[src/rtl/ldst_mmio_bridge.sv]
// Load/store interconnect: decodes CPU accesses to RAM, MMIO output registers,
// a synchronised switch input and a free-running timer, with uniform 1-cycle read latency.
module ldst_mmio_bridge #(
    parameter int          MEM_WORDS = 8192,
    parameter logic [31:0] MMIO_BASE = 32'h0000_A000,
    parameter int          NUM_OUT   = 2,
    parameter int          OUT_W     = 8,
    parameter int          IN_W      = 8
) (
    input  logic                         clk,
    input  logic                         reset,
    input  logic [31:0]                  i_ldst_addr,
    input  logic                         i_ldst_rd,
    input  logic                         i_ldst_wr,
    input  logic [31:0]                  i_ldst_wrdata,
    input  logic [3:0]                   i_ldst_byte_en,
    output logic [31:0]                  o_ldst_rddata,
    output logic [$clog2(MEM_WORDS)-1:0] o_mem_addr,
    output logic                         o_mem_read,
    output logic                         o_mem_write,
    output logic [31:0]                  o_mem_writedata,
    output logic [3:0]                   o_mem_byteenable,
    input  logic [31:0]                  i_mem_readdata,
    input  logic [IN_W-1:0]              i_sw,
    output logic [NUM_OUT*OUT_W-1:0]     o_out,
    output logic                         o_bus_err
);

    localparam int          AW       = $clog2(MEM_WORDS);
    localparam logic [32:0] RAM_END  = 33'(MEM_WORDS) << 2;
    localparam logic [32:0] MMIO_LO  = {1'b0, MMIO_BASE};
    localparam logic [32:0] MMIO_END = MMIO_LO + 33'd256;
    localparam logic [5:0]  IDX_IN   = 6'd0;
    localparam logic [5:0]  IDX_TMR  = 6'd16;

    typedef enum logic [1:0] {
        SEL_NONE = 2'd0,
        SEL_RAM  = 2'd1,
        SEL_MMIO = 2'd2
    } sel_t;

    function automatic logic [31:0] byte_merge(input logic [31:0] old_v,
                                               input logic [31:0] new_v,
                                               input logic [3:0]  be);
        logic [31:0] res;
        for (int i = 0; i < 4; i++) begin
            res[i*8 +: 8] = be[i] ? new_v[i*8 +: 8] : old_v[i*8 +: 8];
        end
        return res;
    endfunction

    logic [OUT_W-1:0] out_r [NUM_OUT];
    logic [IN_W-1:0]  sync1_r;
    logic [IN_W-1:0]  sync2_r;
    logic [31:0]      timer_r;
    logic [31:0]      mmio_val_r;
    sel_t             sel_r;
    logic             err_r;

    logic [32:0] addr_ext_s;
    logic [31:0] mmio_off_s;
    logic [5:0]  word_idx_s;
    logic        ram_hit_s;
    logic        mmio_hit_s;
    logic        is_in_s;
    logic        is_out_s;
    logic        is_timer_s;
    logic        rd_ok_s;
    logic        err_s;
    logic [31:0] mmio_rd_val_s;

    assign addr_ext_s = {1'b0, i_ldst_addr};
    assign mmio_off_s = i_ldst_addr - MMIO_BASE;
    assign word_idx_s = mmio_off_s[7:2];
    assign ram_hit_s  = addr_ext_s < RAM_END;
    assign mmio_hit_s = (addr_ext_s >= MMIO_LO) && (addr_ext_s < MMIO_END);
    assign is_in_s    = mmio_hit_s && (word_idx_s == IDX_IN);
    assign is_timer_s = mmio_hit_s && (word_idx_s == IDX_TMR);
    assign is_out_s   = mmio_hit_s && (word_idx_s >= 6'd1) && (word_idx_s <= 6'(NUM_OUT));
    // A simultaneous rd+wr is illegal: the write proceeds, the read is squashed.
    assign rd_ok_s    = i_ldst_rd && !i_ldst_wr;

    assign o_mem_addr       = i_ldst_addr[AW+1:2];
    assign o_mem_read       = rd_ok_s && ram_hit_s;
    assign o_mem_write      = i_ldst_wr && ram_hit_s;
    assign o_mem_writedata  = i_ldst_wrdata;
    assign o_mem_byteenable = i_ldst_byte_en;
    assign o_bus_err        = err_r;

    for (genvar g = 0; g < NUM_OUT; g++) begin : g_out
        assign o_out[g*OUT_W +: OUT_W] = out_r[g];
    end

    // MMIO read mux and bus-error detection
    always_comb begin
        mmio_rd_val_s = 32'd0;
        if (is_in_s) begin
            mmio_rd_val_s = 32'(sync2_r);
        end else if (is_timer_s) begin
            mmio_rd_val_s = timer_r;
        end else begin
            for (int k = 0; k < NUM_OUT; k++) begin
                if (is_out_s && (word_idx_s == 6'(k + 1))) begin
                    mmio_rd_val_s = 32'(out_r[k]);
                end
            end
        end
        err_s = 1'b0;
        if (i_ldst_rd && i_ldst_wr) begin
            err_s = 1'b1;
        end else if (i_ldst_wr && !(ram_hit_s || is_out_s || is_timer_s)) begin
            err_s = 1'b1;
        end else if (i_ldst_rd && !(ram_hit_s || is_in_s || is_out_s || is_timer_s)) begin
            err_s = 1'b1;
        end else begin
            err_s = 1'b0;
        end
    end

    // Load data return: RAM data arrives this cycle, MMIO value was captured on the rd cycle
    always_comb begin
        case (sel_r)
            SEL_RAM:  o_ldst_rddata = i_mem_readdata;
            SEL_MMIO: o_ldst_rddata = mmio_val_r;
            default:  o_ldst_rddata = 32'd0;
        endcase
    end

    // Two-flop synchroniser for the switch inputs
    always_ff @(posedge clk or negedge reset) begin
        if (!reset) begin
            sync1_r <= '0;
            sync2_r <= '0;
        end else begin
            sync1_r <= i_sw;
            sync2_r <= sync1_r;
        end
    end

    // Free-running timer, loadable by a byte-merged store
    always_ff @(posedge clk or negedge reset) begin
        if (!reset) begin
            timer_r <= 32'd0;
        end else if (i_ldst_wr && is_timer_s) begin
            timer_r <= byte_merge(timer_r, i_ldst_wrdata, i_ldst_byte_en);
        end else begin
            timer_r <= timer_r + 32'd1;
        end
    end

    // Output register bank with byte-lane merge; lanes above OUT_W are dropped
    always_ff @(posedge clk or negedge reset) begin
        if (!reset) begin
            for (int k = 0; k < NUM_OUT; k++) begin
                out_r[k] <= '0;
            end
        end else begin
            for (int k = 0; k < NUM_OUT; k++) begin
                if (i_ldst_wr && is_out_s && (word_idx_s == 6'(k + 1))) begin
                    out_r[k] <= OUT_W'(byte_merge(32'(out_r[k]), i_ldst_wrdata, i_ldst_byte_en));
                end
            end
        end
    end

    // Read target select and captured MMIO value for next-cycle return
    always_ff @(posedge clk or negedge reset) begin
        if (!reset) begin
            sel_r      <= SEL_NONE;
            mmio_val_r <= 32'd0;
        end else if (rd_ok_s) begin
            mmio_val_r <= mmio_rd_val_s;
            if (ram_hit_s) begin
                sel_r <= SEL_RAM;
            end else if (is_in_s || is_out_s || is_timer_s) begin
                sel_r <= SEL_MMIO;
            end else begin
                sel_r <= SEL_NONE;
            end
        end else begin
            sel_r <= SEL_NONE;
        end
    end

    // Sticky bus error flag
    always_ff @(posedge clk or negedge reset) begin
        if (!reset) begin
            err_r <= 1'b0;
        end else if (err_s) begin
            err_r <= 1'b1;
        end else begin
            err_r <= err_r;
        end
    end

endmodule
[config.mk]
export PLATFORM = sky130hd
export DESIGN_NAME = ldst_mmio_bridge
export DESIGN_NICKNAME = d
export VERILOG_FILES = /design/src/rtl/ldst_mmio_bridge.sv
export SDC_FILE = /design/constraint.sdc
export NUM_CORES = 1
export LEC_CHECK = 0
export BUFFER_PORTS_ARGS = -buffer_cell sky130_fd_sc_hd__buf_2
export CORE_ASPECT_RATIO = 2
export CORE_MARGIN = 5
export CORE_UTILIZATION = 30
export CTS_CLUSTER_DIAMETER = 30
export DETAILED_ROUTE_END_ITERATION = 8
export PLACE_DENSITY = 0.63
export SLEW_MARGIN = 20
export SYNTH_ARGS = -nofsm -noshare
export SYNTH_HDL_FRONTEND = slang
export SYNTH_SLANG_ARGS = --single-unit
[constraint.sdc]
create_clock -name clk -period 4.4 [get_ports clk]
set_input_delay 0.44 -clock clk [delete_from_list [all_inputs] [get_ports clk]]
set_output_delay 0.44 -clock clk [all_outputs]
set_load 0.02 [all_outputs]
==> impl.org <==
** Layout
- Leaving out filler cells and counting taps, the final layout contains 949.
- Commonest cells after routing, fill and taps aside :: 208 x sky130_fd_sc_hd__buf_2, 99 x sky130_fd_sc_hd__dfrtp_1, 68 x sky130_fd_sc_hd__nor2_1
- Synth-to-Final Area Change :: 20.8%
- Final design instance area without fill :: 6680 um2
- Cells with a size suffix above 1 make up 36.0% of the layout.
- The library cell used most frequently in the layout, excluding fill and tap cells, is sky130_fd_sc_hd__buf_2.
- The number of antenna diodes in the final layout is 0.
- At the end of the flow, the number of nets in the layout was 843.

** GRT
- Aggregate global routing overflow :: 0
- The number of antenna violations at the first check in global routing was 0.
- The via count of the first global-routing pass was 5,054.
- The first global-routing pass estimated 28,600 um of wire.
- Entering global routing, the biggest net connects 68 pins.
- Across every metal layer, demand over resource in global routing totals 17.5%.

** STA
- Measured against its own limit, the worst slew margin works out to 35.6%.
- Clock skew on the completed layout was measured at 8.39 ps.
- Share of the clock period used by the worst path after layout :: 56.0%
- Worst-Margin Slew :: 966 ps
- In the post-route analysis, the smallest setup slack over all paths is 1930 ps.
- The max-slew violation total from the final report was 0.
- Final-layout worst hold slack :: 184 ps
- Fin Setup TNS :: 0 ps
- Highest clock frequency the design can meet :: 0.406 GHz
- The routed design could run at a clock period as short as 2470 ps.
- Setup violations remaining at the end of the flow were counted as 0.
- Unrepaired setup endpoints after global routing :: no
- The final number of hold-violating endpoints is 0.

** Die
- In this run the count of I/O pins placed on the die edge is 212.
- After floorplanning, the core was sized to cover 18,200 um2.
- For this configuration, the core starts out at a cell density of 30.3%.
- Horizontal extent of the die :: 106 um
- DIE AREA :: 21,400 um2
- In this run the vertical extent of the chip is 202 um.
- The floorplan has 70 rows.

** Drt
- The detailed router put a total of 6610 um of wire on met1.
- Routed length on met3 :: 1050 um
- The routed design uses 10,800 um of met2 wire.
- Highest routed metal layer :: met4
- Dividing the detail-routed wire length by the instance count gives 20.2 um.
- Iter 0 DRT Violations :: 312
- In the routed layout, each cell is associated on average with a via count of 5.43.
- The pre-antenna-repair detailed-routing pass consisted of 7 iterations.
- Total wire length :: 19,200 um
- For this run, design rule violations remaining after detail routing come to 1.
- Via count :: 5,154
- In this run the remaining antenna-violating nets after routing total 0.

** Logic synthesis
- A synthesized cell averages 9.45 um2.
- For this run, the register share of the synthesized area comes to 44.8%.
- The cell area that synthesis handed to floorplanning was 5530 um2.
- Number of standard cells after synthesis :: 585
- The synthesized design contains 0 enable-type register cells.
- Fraction of synthesis flops using an asynchronous set or reset pin :: 100%
- The synthesized design contains 99 register bits.
- Yosys mapped the design onto 58 distinct sky130hd cell types.
- Ys flop type :: sky130_fd_sc_hd__dfrtp_1
- Post-synth net total :: 700
- For this run, the number of Yosys warnings is 0.

** Pwr
- Clk pwr share :: 42.1%
- Combinational power share :: 8.9%
- The worst-case IR drop observed on VDD is 0.151 mV.
- Summed over all cells, the static leakage comes to 0.00307 uW.
- Switching power summed over all nets :: 501 uW
- In this run, flip-flops and latches consume 48.9% of the power.
- Switching share of power :: 26.7%
- Dividing total power by cell area gives a power density of 281 nW/um2.
- Cell internal power was estimated by the tool at 1380 uW.

** CTS
- Count of hold-fix buffers inserted at cts :: 0
- Clock sink count :: 99
- TritonCTS clock tree :: yes
- Clock latency on the worst-skew pair, taken at its later pin, is 350 ps.
- Post-CTS Setup Inserts :: 0
- The clock tree synthesis step divided the H-tree into 3 levels.
- Resized cells post-CTS :: 0
- TritonCTS buffer count :: 9
- Clock tree root buffer cell :: sky130_fd_sc_hd__clkbuf_16
- Clock-pin slew was measured on the worst setup and hold paths at 70 ps.
- Deepest clock path buffer count :: 2

** Placed design
- Buffers added on ports :: 209
- Detailed placement ended at an HPWL of 14,800 um.
- Counting tap cells, the placed design contains a total of 933 instances.
- After detailed placement, the total cell area comes to 6380 um2.
- DP Worst Slack :: 1580 ps
- At the end of routability-driven placement, the weighted congestion stood at 0.864.

** Worst setup path
- STA puts the critical path data required time at 4640 ps.
- Largest fanout on the critical path :: 14
- The cell family contributing the most delay on the critical path is simple AND/OR/NAND/NOR gates.
- Together, buffers and inverters on the worst path number 1.
- The worst setup path is captured at a register.
- The worst setup path is of the in -> reg kind.
- Critical Path Source Type :: input pin
- Worst Path Arrival :: 2700 ps
- Cell breakdown of the critical path :: buf_2 > nor4_1 > and4_2 > nand3_2 > nor3_4 > mux2_2
- On the critical path, the stage with the largest delay is an instance of sky130_fd_sc_hd__and4_2.
- The largest single stage delay on the critical path is 550 ps.
- In this run the register-to-register setup slack is 2070 ps.

** Worst hold path
- The min-delay analysis places its worst path in the category in -> reg.

** Run status
- Run status :: finished, violations left
- Failing checks :: design-rule violations

** Run
- Max-cap violations in this run came to 0.
Yosys cell counts (all sizes together) (6+ instances only):
master   n  area [um2]
a22o    24         210
clkbuf  25        93.8
nor3    14        86.3
and4     8        71.3
mux2    16         180
nor4    10        83.8
nand3   16        85.1
o41ai    8        70.1
a21oi   19        95.1
dfrtp   99        2480
o21ai   21         105
nor2    70         268
buf     59         423
nand2   34         128
nand2b   6        37.5
a32oi    9        78.8
a211oi  13        97.6
inv     24        90.1
o22ai    7        43.8
a22oi   33         248
nand4   13        81.3
metrics by stage:
step	total power (uW)	utilization, %
2_1_floorplan	1020	-
3_3_place_gp	1110	35.0
3_5_place_dp	1110	35.0
4_1_cts	1890	36.6
5_1_grt	1940	36.7
6_report	1880	36.7
power groups by stage:
stage	Clock [uW]	Sequential, uW	Combinational, uW
after global routing	836	919	184
after global placement	0	936	170
after floorplan	0	936	88.2
final	790	918	168
after CTS	802	918	172
after detailed placement	0	937	171
flip-flops by register name (all words and copies together), names as in the netlist:
register and cells:
mmio_val_r 32, o_bus_err 1, o_out 16, sel_r 2, sync1_r 8, sync2_r 8, timer_r 32
area by class of cell:
class / count / area [um2]
clock inverters: 7 / 67.6
well taps: 216 / 270
inverters: 24 / 90.1
flip-flops and latches: 99 / 2480
clock buffers: 9 / 225
repair buffers: 216 / 1100
fillers: 1884 / 11500
multi-input cells: 378 / 2450
cell families (layout without fill, tap and decap cells):
logic type                 after synthesis  count (layout)  synth area share, %
and+or+nand+nor                        191             191                 17.7
muxes                                   19              19                 3.80
AOI/OAI and AO/OA                      164             164                 21.9
adders and majority gates                3               3                0.679
DFF                                     99              99                 44.8
buffers and inverters                  108             256                 11.0
xor gates and xnor gates                 1               1                0.158
final timing paths:
path / depth (start not counted) / start / end
setup reg to reg: 6 / timer_r[0] / timer_r[28]
setup / recovery: 6 / i_ldst_addr[27] / o_out[1]
hold / removal: 1 / i_sw[0] / sync1_r[0]
min in group asynchronous: 1 / reset / timer_r[19]
hold reg to reg: 0 / sync1_r[4] / sync2_r[4]
max in group asynchronous: 2 / reset / mmio_val_r[9]
per-layer routing:
metal  vias to the layer above  global-route usage [%]
met5                         -                       0
li1                       2406                       -
met1                      2480                    18.9
met3                        42                    2.49
met4                         0                    8.11
met2                       226                    33.0
No activity file was read; power rests on OpenSTA's default activity.
